<file path="src/rtl/pa_fpu_frbus_pkg.sv">
// Shared constants for the FPU result-bus writeback buffer: entry layout,
// exception-flag bit positions and default sizing.
package pa_fpu_frbus_pkg;

    localparam int unsigned FRBUS_DATA_W        = 32;
    localparam int unsigned FRBUS_FFLAGS_W      = 5;
    localparam int unsigned FRBUS_DEFAULT_DEPTH = 2;
    localparam int unsigned FRBUS_DEFAULT_DST_W = 5;
    localparam int unsigned FRBUS_ENTRY_W       =
        FRBUS_DATA_W + FRBUS_FFLAGS_W + FRBUS_DEFAULT_DST_W;

    localparam int unsigned FFLAG_NV = 4;
    localparam int unsigned FFLAG_DZ = 3;
    localparam int unsigned FFLAG_OF = 2;
    localparam int unsigned FFLAG_UF = 1;
    localparam int unsigned FFLAG_NX = 0;

    // Entry width for a non-default destination index width.
    function automatic int unsigned frbus_entry_w(input int unsigned dst_w);
        return FRBUS_DATA_W + FRBUS_FFLAGS_W + dst_w;
    endfunction

endpackage

</file>
<file path="src/rtl/pa_fpu_frbus_fifo.sv">
// In-order flop-array FIFO for writeback entries; one push and one pop per cycle.
module pa_fpu_frbus_fifo #(
    parameter int unsigned DEPTH = 2,
    parameter int unsigned WIDTH = 42
) (
    input  logic                           clk,
    input  logic                           rst,
    input  logic                           push_i,
    input  logic [WIDTH-1:0]               push_data_i,
    input  logic                           pop_i,
    output logic [$clog2(DEPTH+1)-1:0]     count_o,
    output logic [WIDTH-1:0]               head_o
);

    localparam int unsigned CNT_W = $clog2(DEPTH + 1);
    localparam int unsigned PTR_W = $clog2(DEPTH);

    logic [WIDTH-1:0] mem_q [DEPTH];
    logic [PTR_W-1:0] wr_ptr_q, wr_ptr_d;
    logic [PTR_W-1:0] rd_ptr_q, rd_ptr_d;
    logic [CNT_W-1:0] count_q, count_d;

    always_comb begin
        wr_ptr_d = wr_ptr_q;
        rd_ptr_d = rd_ptr_q;
        count_d  = count_q;
        // Explicit wrap so non-power-of-two depths work.
        if (push_i) begin
            wr_ptr_d = (wr_ptr_q == PTR_W'(DEPTH - 1)) ? '0 : wr_ptr_q + 1'b1;
        end
        if (pop_i) begin
            rd_ptr_d = (rd_ptr_q == PTR_W'(DEPTH - 1)) ? '0 : rd_ptr_q + 1'b1;
        end
        case ({push_i, pop_i})
            2'b10:   count_d = count_q + 1'b1;
            2'b01:   count_d = count_q - 1'b1;
            default: count_d = count_q;
        endcase
    end

    always_ff @(posedge clk or posedge rst) begin
        if (rst) begin
            wr_ptr_q <= '0;
            rd_ptr_q <= '0;
            count_q  <= '0;
        end else begin
            wr_ptr_q <= wr_ptr_d;
            rd_ptr_q <= rd_ptr_d;
            count_q  <= count_d;
        end
    end

    always_ff @(posedge clk) begin
        if (push_i) begin
            mem_q[wr_ptr_q] <= push_data_i;
        end
    end

    assign count_o = count_q;
    assign head_o  = mem_q[rd_ptr_q];

endmodule

</file>
<file path="src/rtl/pa_fpu_frbus_wb.sv">
// FPU result-bus writeback: arbitrates DP and FDSU results into an in-order buffer
// feeding the register file. Optional sticky fflags accumulator under FPU_FFLAGS_ACC_EN.
module pa_fpu_frbus_wb
    import pa_fpu_frbus_pkg::*;
#(
    parameter int unsigned DEPTH = FRBUS_DEFAULT_DEPTH,
    parameter int unsigned DST_W = FRBUS_DEFAULT_DST_W
) (
    input  logic                      forever_cpuclk,
    input  logic                      cpurst,
    input  logic                      dp_frbus_ex2_vld,
    input  logic [FRBUS_DATA_W-1:0]   dp_frbus_ex2_data,
    input  logic [FRBUS_FFLAGS_W-1:0] dp_frbus_ex2_fflags,
    input  logic [DST_W-1:0]          dp_frbus_ex2_dst,
    input  logic                      fdsu_frbus_vld,
    input  logic [FRBUS_DATA_W-1:0]   fdsu_frbus_data,
    input  logic [FRBUS_FFLAGS_W-1:0] fdsu_frbus_fflags,
    input  logic [DST_W-1:0]          fdsu_frbus_dst,
    output logic                      frbus_fdsu_grant,
    output logic                      frbus_ctrl_ex1_stall,
    input  logic                      rtu_frbus_ready,
    output logic                      frbus_rtu_wb_vld,
    output logic [FRBUS_DATA_W-1:0]   frbus_rtu_wb_data,
    output logic [DST_W-1:0]          frbus_rtu_wb_dst,
    output logic [FRBUS_FFLAGS_W-1:0] frbus_rtu_wb_fflags
`ifdef FPU_FFLAGS_ACC_EN
    ,
    input  logic                      cp0_fpu_fflags_clr,
    output logic [FRBUS_FFLAGS_W-1:0] fpu_cp0_fflags
`endif
);

    localparam int unsigned ENTRY_W = frbus_entry_w(DST_W);
    localparam int unsigned CNT_W   = $clog2(DEPTH + 1);

    logic [CNT_W-1:0]   count;
    logic [ENTRY_W-1:0] head;
    logic [ENTRY_W-1:0] push_entry;
    logic               full, pop, push_ok, push;

    assign full    = (count == CNT_W'(DEPTH));
    assign pop     = frbus_rtu_wb_vld & rtu_frbus_ready;
    assign push_ok = ~full | pop;

    // DP cannot be held off, so it always wins; FDSU waits for a free slot.
    assign frbus_fdsu_grant = fdsu_frbus_vld & ~dp_frbus_ex2_vld & push_ok;
    assign push             = (dp_frbus_ex2_vld & push_ok) | frbus_fdsu_grant;
    assign push_entry       = dp_frbus_ex2_vld
        ? {dp_frbus_ex2_data, dp_frbus_ex2_fflags, dp_frbus_ex2_dst}
        : {fdsu_frbus_data, fdsu_frbus_fflags, fdsu_frbus_dst};

    // Stalling one entry early leaves room for the result already in EX2.
    assign frbus_ctrl_ex1_stall = (count >= CNT_W'(DEPTH - 1));

    pa_fpu_frbus_fifo #(
        .DEPTH (DEPTH),
        .WIDTH (ENTRY_W)
    ) u_fifo (
        .clk         (forever_cpuclk),
        .rst         (cpurst),
        .push_i      (push),
        .push_data_i (push_entry),
        .pop_i       (pop),
        .count_o     (count),
        .head_o      (head)
    );

    always_comb begin
        frbus_rtu_wb_vld = (count != '0);
        {frbus_rtu_wb_data, frbus_rtu_wb_fflags, frbus_rtu_wb_dst} = '0;
        // Payload is unreset, so only expose it behind a valid entry.
        if (frbus_rtu_wb_vld) begin
            {frbus_rtu_wb_data, frbus_rtu_wb_fflags, frbus_rtu_wb_dst} = head;
        end
    end

`ifdef FPU_FFLAGS_ACC_EN
    logic [FRBUS_FFLAGS_W-1:0] acc_q, acc_d;

    always_comb begin
        acc_d = cp0_fpu_fflags_clr ? '0 : acc_q;
        if (pop) begin
            acc_d = acc_d | frbus_rtu_wb_fflags;
        end
    end

    always_ff @(posedge forever_cpuclk or posedge cpurst) begin
        if (cpurst) begin
            acc_q <= '0;
        end else begin
            acc_q <= acc_d;
        end
    end

    assign fpu_cp0_fflags = acc_q;
`endif

    dp_overflow_chk: assert property (@(posedge forever_cpuclk) disable iff (cpurst)
        !(dp_frbus_ex2_vld && full && !pop))
        else $error("DP result arrived with writeback buffer full; entry dropped");

endmodule

</file>
<file path="config.mk">
export PLATFORM = sky130hd
export DESIGN_NAME = pa_fpu_frbus_wb
export DESIGN_NICKNAME = d
export VERILOG_FILES = /design/src/rtl/pa_fpu_frbus_pkg.sv /design/src/rtl/pa_fpu_frbus_fifo.sv /design/src/rtl/pa_fpu_frbus_wb.sv
export SDC_FILE = /design/constraint.sdc
export NUM_CORES = 1
export LEC_CHECK = 0
export BUFFER_PORTS_ARGS = -buffer_cell sky130_fd_sc_hd__buf_4
export CORE_ASPECT_RATIO = 0.7
export CORE_UTILIZATION = 55
export DETAILED_ROUTE_END_ITERATION = 10
export PLACE_DENSITY = 0.86
export RECOVER_POWER = 50
export SYNTH_ARGS = -nofsm -noshare
export SYNTH_HDL_FRONTEND = slang
export SYNTH_SLANG_ARGS = --single-unit
export TNS_END_PERCENT = 30
</file>
<file path="constraint.sdc">
create_clock -name forever_cpuclk -period 9.7 [get_ports forever_cpuclk]
set_input_delay 0.97 -clock forever_cpuclk [delete_from_list [all_inputs] [get_ports forever_cpuclk]]
set_output_delay 0.97 -clock forever_cpuclk [all_outputs]
set_load 0.01 [all_outputs]
</file>
==> flow_summary.yaml <==
power:
  combPwrFrac_pct: 43.9
  power.switching_uw: 502
  total_power_uw: 1460
  netSwitchingFraction_pct: 34.4
  p_leak_uw: 0.00217
  vdd_drop_max_uv: 126
  pwr-share-clk_pct: 14.5
  internal_power_uw: 956
  p_per_area_mw_per_mm2: 284
  power_frac_seq_pct: 41.6
floorplan:
  dieArea_mm2: 0.00788
  die_h_um: 74.6
  rows: 26
  core_mm2: 0.00729
  start_util_pct: 56.8
  die_width_um: 106
  io_pins: 134
yosys:
  yosysWarnings: 0
  synth_edf_count: 84
  synth_top_flop_cell: "edfxtp_1"
  avgSynthCellArea_um2: 16.4
  yosysMostFrequentCell: "edfxtp_1"
  synthArstFlopShare_pct: 4.55
  ys_seq_area_share_pct: 63.3
  syn_nets: 345
  synth_top_area_cell: "edfxtp_1"
  synth_area_leaders: "edfxtp_1 (61%), mux2_4 (15%), mux2i_1 (10%)"
  syn_inst: 252
  synth_top_area_share_pct: 60.9
  synth_cell_types: 19
  synth_commonest_cells: "edfxtp_1 (84), nor2_1 (44), mux2i_1 (42)"
  netlist_area_mm2: 0.00414
  ys_ff_latch: 88
cts:
  cts_buffers: 9
  insertion_delay_ns: 0.34
  cts_tree: "yes"
  postCtsHoldBufs: 0
  postCtsSetupRepairBufs: 0
  numClockSinks: 88
  clockBufferDepth: 2
  clk_pin_slew_worst_paths_ns: 0.08
  h-tree-depth: 3
  cts_resized: 0
  cts_root_buf: "clkbuf_8"
timing:
  relSlewSlack_pct: -61.9
  max_slew.worst_pin.slew_ns: 2.43
  fmax_ghz: 0.221
  hold_viol: 0
  fin_setup_tns_ns: 0
  drv_slew: 90
  finalCriticalPeriod_ns: 4.52
  timing.final.crit_share_pct: 46.6
  rsz0062_at_grt: "no"
  setup_viol: 0
  skew_ns: 0.00463
grt:
  grt_start_max_net_pins: 45
  antenna_found_initial: 0
  grt_usage_pct: 18.9
  grt_pass1_vias: 2294
  grt_use_met1_pct: 23.5
  grt_use_met2_pct: 32.9
  grt-busiest-layer: "met2"
  grt.overflow.total: 0
  met3_usage_pct: 6.05
  grt_pass1_wl_mm: 11.1
setup_path:
  cp_max_fo: 44
  worstPathArrival_ns: 4.47
  end_kind: "flip-flop"
  rrSetupSlack_ns: 6.33
  startpoint_type: "input port"
  required_ns: 9.66
  path_class: "input port to flip-flop"
drt:
  firstDrtPassIters: 4
  drc: 0
  vias: 2396
  wirelength_mm: 7.57
  drt-initial-drc-count: 118
  viasPerCell: 4.94
  ant_nets: 0
  wire_per_inst_um: 15.6
worst_hold_path:
  hold_class: "flip-flop to flip-flop"
run:
  cap_violations: 2
placed_design:
  dpl.hpwl_mm: 5.15
  io_buffers: 133
  gp_congestion: 0.681
final_layout:
  drive_above_1_share_pct: 39.3
  area_growth_pct: 24.1
  diodes: 0
  fin_nets: 475
status:
  violations: "max-capacitance violations, max-slew violations"
  status: "complete, but fails checks"
## final timing paths
kind / startpoint / endpoint / cells after the start
worst max-delay path: dp_frbus_ex2_vld / u_fifo.mem_q[0][9] / 3
worst min-delay path: u_fifo.count_o[0] / u_fifo.count_o[0] / 1
worst max register to register: u_fifo.count_o[0] / u_fifo.mem_q[0][9] / 5
worst min register to register: u_fifo.count_o[0] / u_fifo.count_o[0] / 1
max in group asynchronous: cpurst / u_fifo.rd_ptr_q / 2
min in group asynchronous: cpurst / u_fifo.count_o[0] / 2
## logic make-up (layout without fill, tap and decap cells)
family | Yosys count | after routing | share of synthesized area [%]
compound gates | 3 | 3 | 0.906
xor+xnor | 4 | 4 | 0.846
fa+ha+maj | 4 | 4 | 1.21
buf+inv | 22 | 157 | 3.93
flops | 88 | 88 | 63.3
mux | 84 | 84 | 25.2
simple gates | 47 | 47 | 4.56
## critical path: stages
cell and delay, ns:
clkbuf_1 1.70, o2bb2ai_1 0.65, nor2_4 1.13
## final cells by class
type,count,area [um2]
sequential,88,2620
fill,551,2150
multi-input combinational,142,1200
timing repair buffer,134,998
clock buffer,11,131
tap,98,123
clock inverter,5,33.8
inverter,7,26.3
## per-stage QoR
stage | instance area [um2] | utilization (%) | hold slack, ns | cells | worst slack [ns]
after global routing | 5140 | 70.5 | 0.480 | 485 | 4.77
after floorplan | 4140 | - | 0.437 | 252 | 6.30
after CTS | 5320 | 73.0 | 0.475 | 485 | 6.54
after detailed placement | 5150 | 70.7 | 0.460 | 469 | 6.45
after global placement | 5150 | 70.7 | 0.452 | 469 | 6.57
final | 5140 | 70.5 | 0.469 | 485 | 5.18
## power groups by stage
stage | Clock [uW] | Combinational (uW) | Sequential [uW]
after floorplan | 0 | 403 | 607
after global placement | 0 | 650 | 606
after detailed placement | 0 | 668 | 616
after CTS | 220 | 670 | 607
after global routing | 233 | 696 | 617
final | 212 | 640 | 606
## layer usage
layer	vias up	wire, um
met5	-	0
met4	0	45
met3	6	428
met2	89	3760
met1	1124	3340
li1	1177	-
## layout by cell type (no fill, tap or decap), drive strengths merged, types with 2 or more instances in the layout
cell type | netlist | layout
clkinvlp | 0 | 2
ha | 4 | 4
dfrtp | 4 | 4
mux2i | 42 | 42
xnor2 | 4 | 4
mux2 | 42 | 42
inv | 7 | 7
nor2 | 44 | 44
edfxtp | 84 | 84
nand2b | 2 | 2
clkinv | 0 | 3
clkbuf | 3 | 14
buf | 12 | 131
## flip-flops by register name (all words and copies together), names as in the netlist
signal	cells
u_fifo.rd_ptr_q	1
u_fifo.wr_ptr_q	1
u_fifo.count_o	2
u_fifo.mem_q	84
Note: power is estimated with default switching activity, not from simulation.
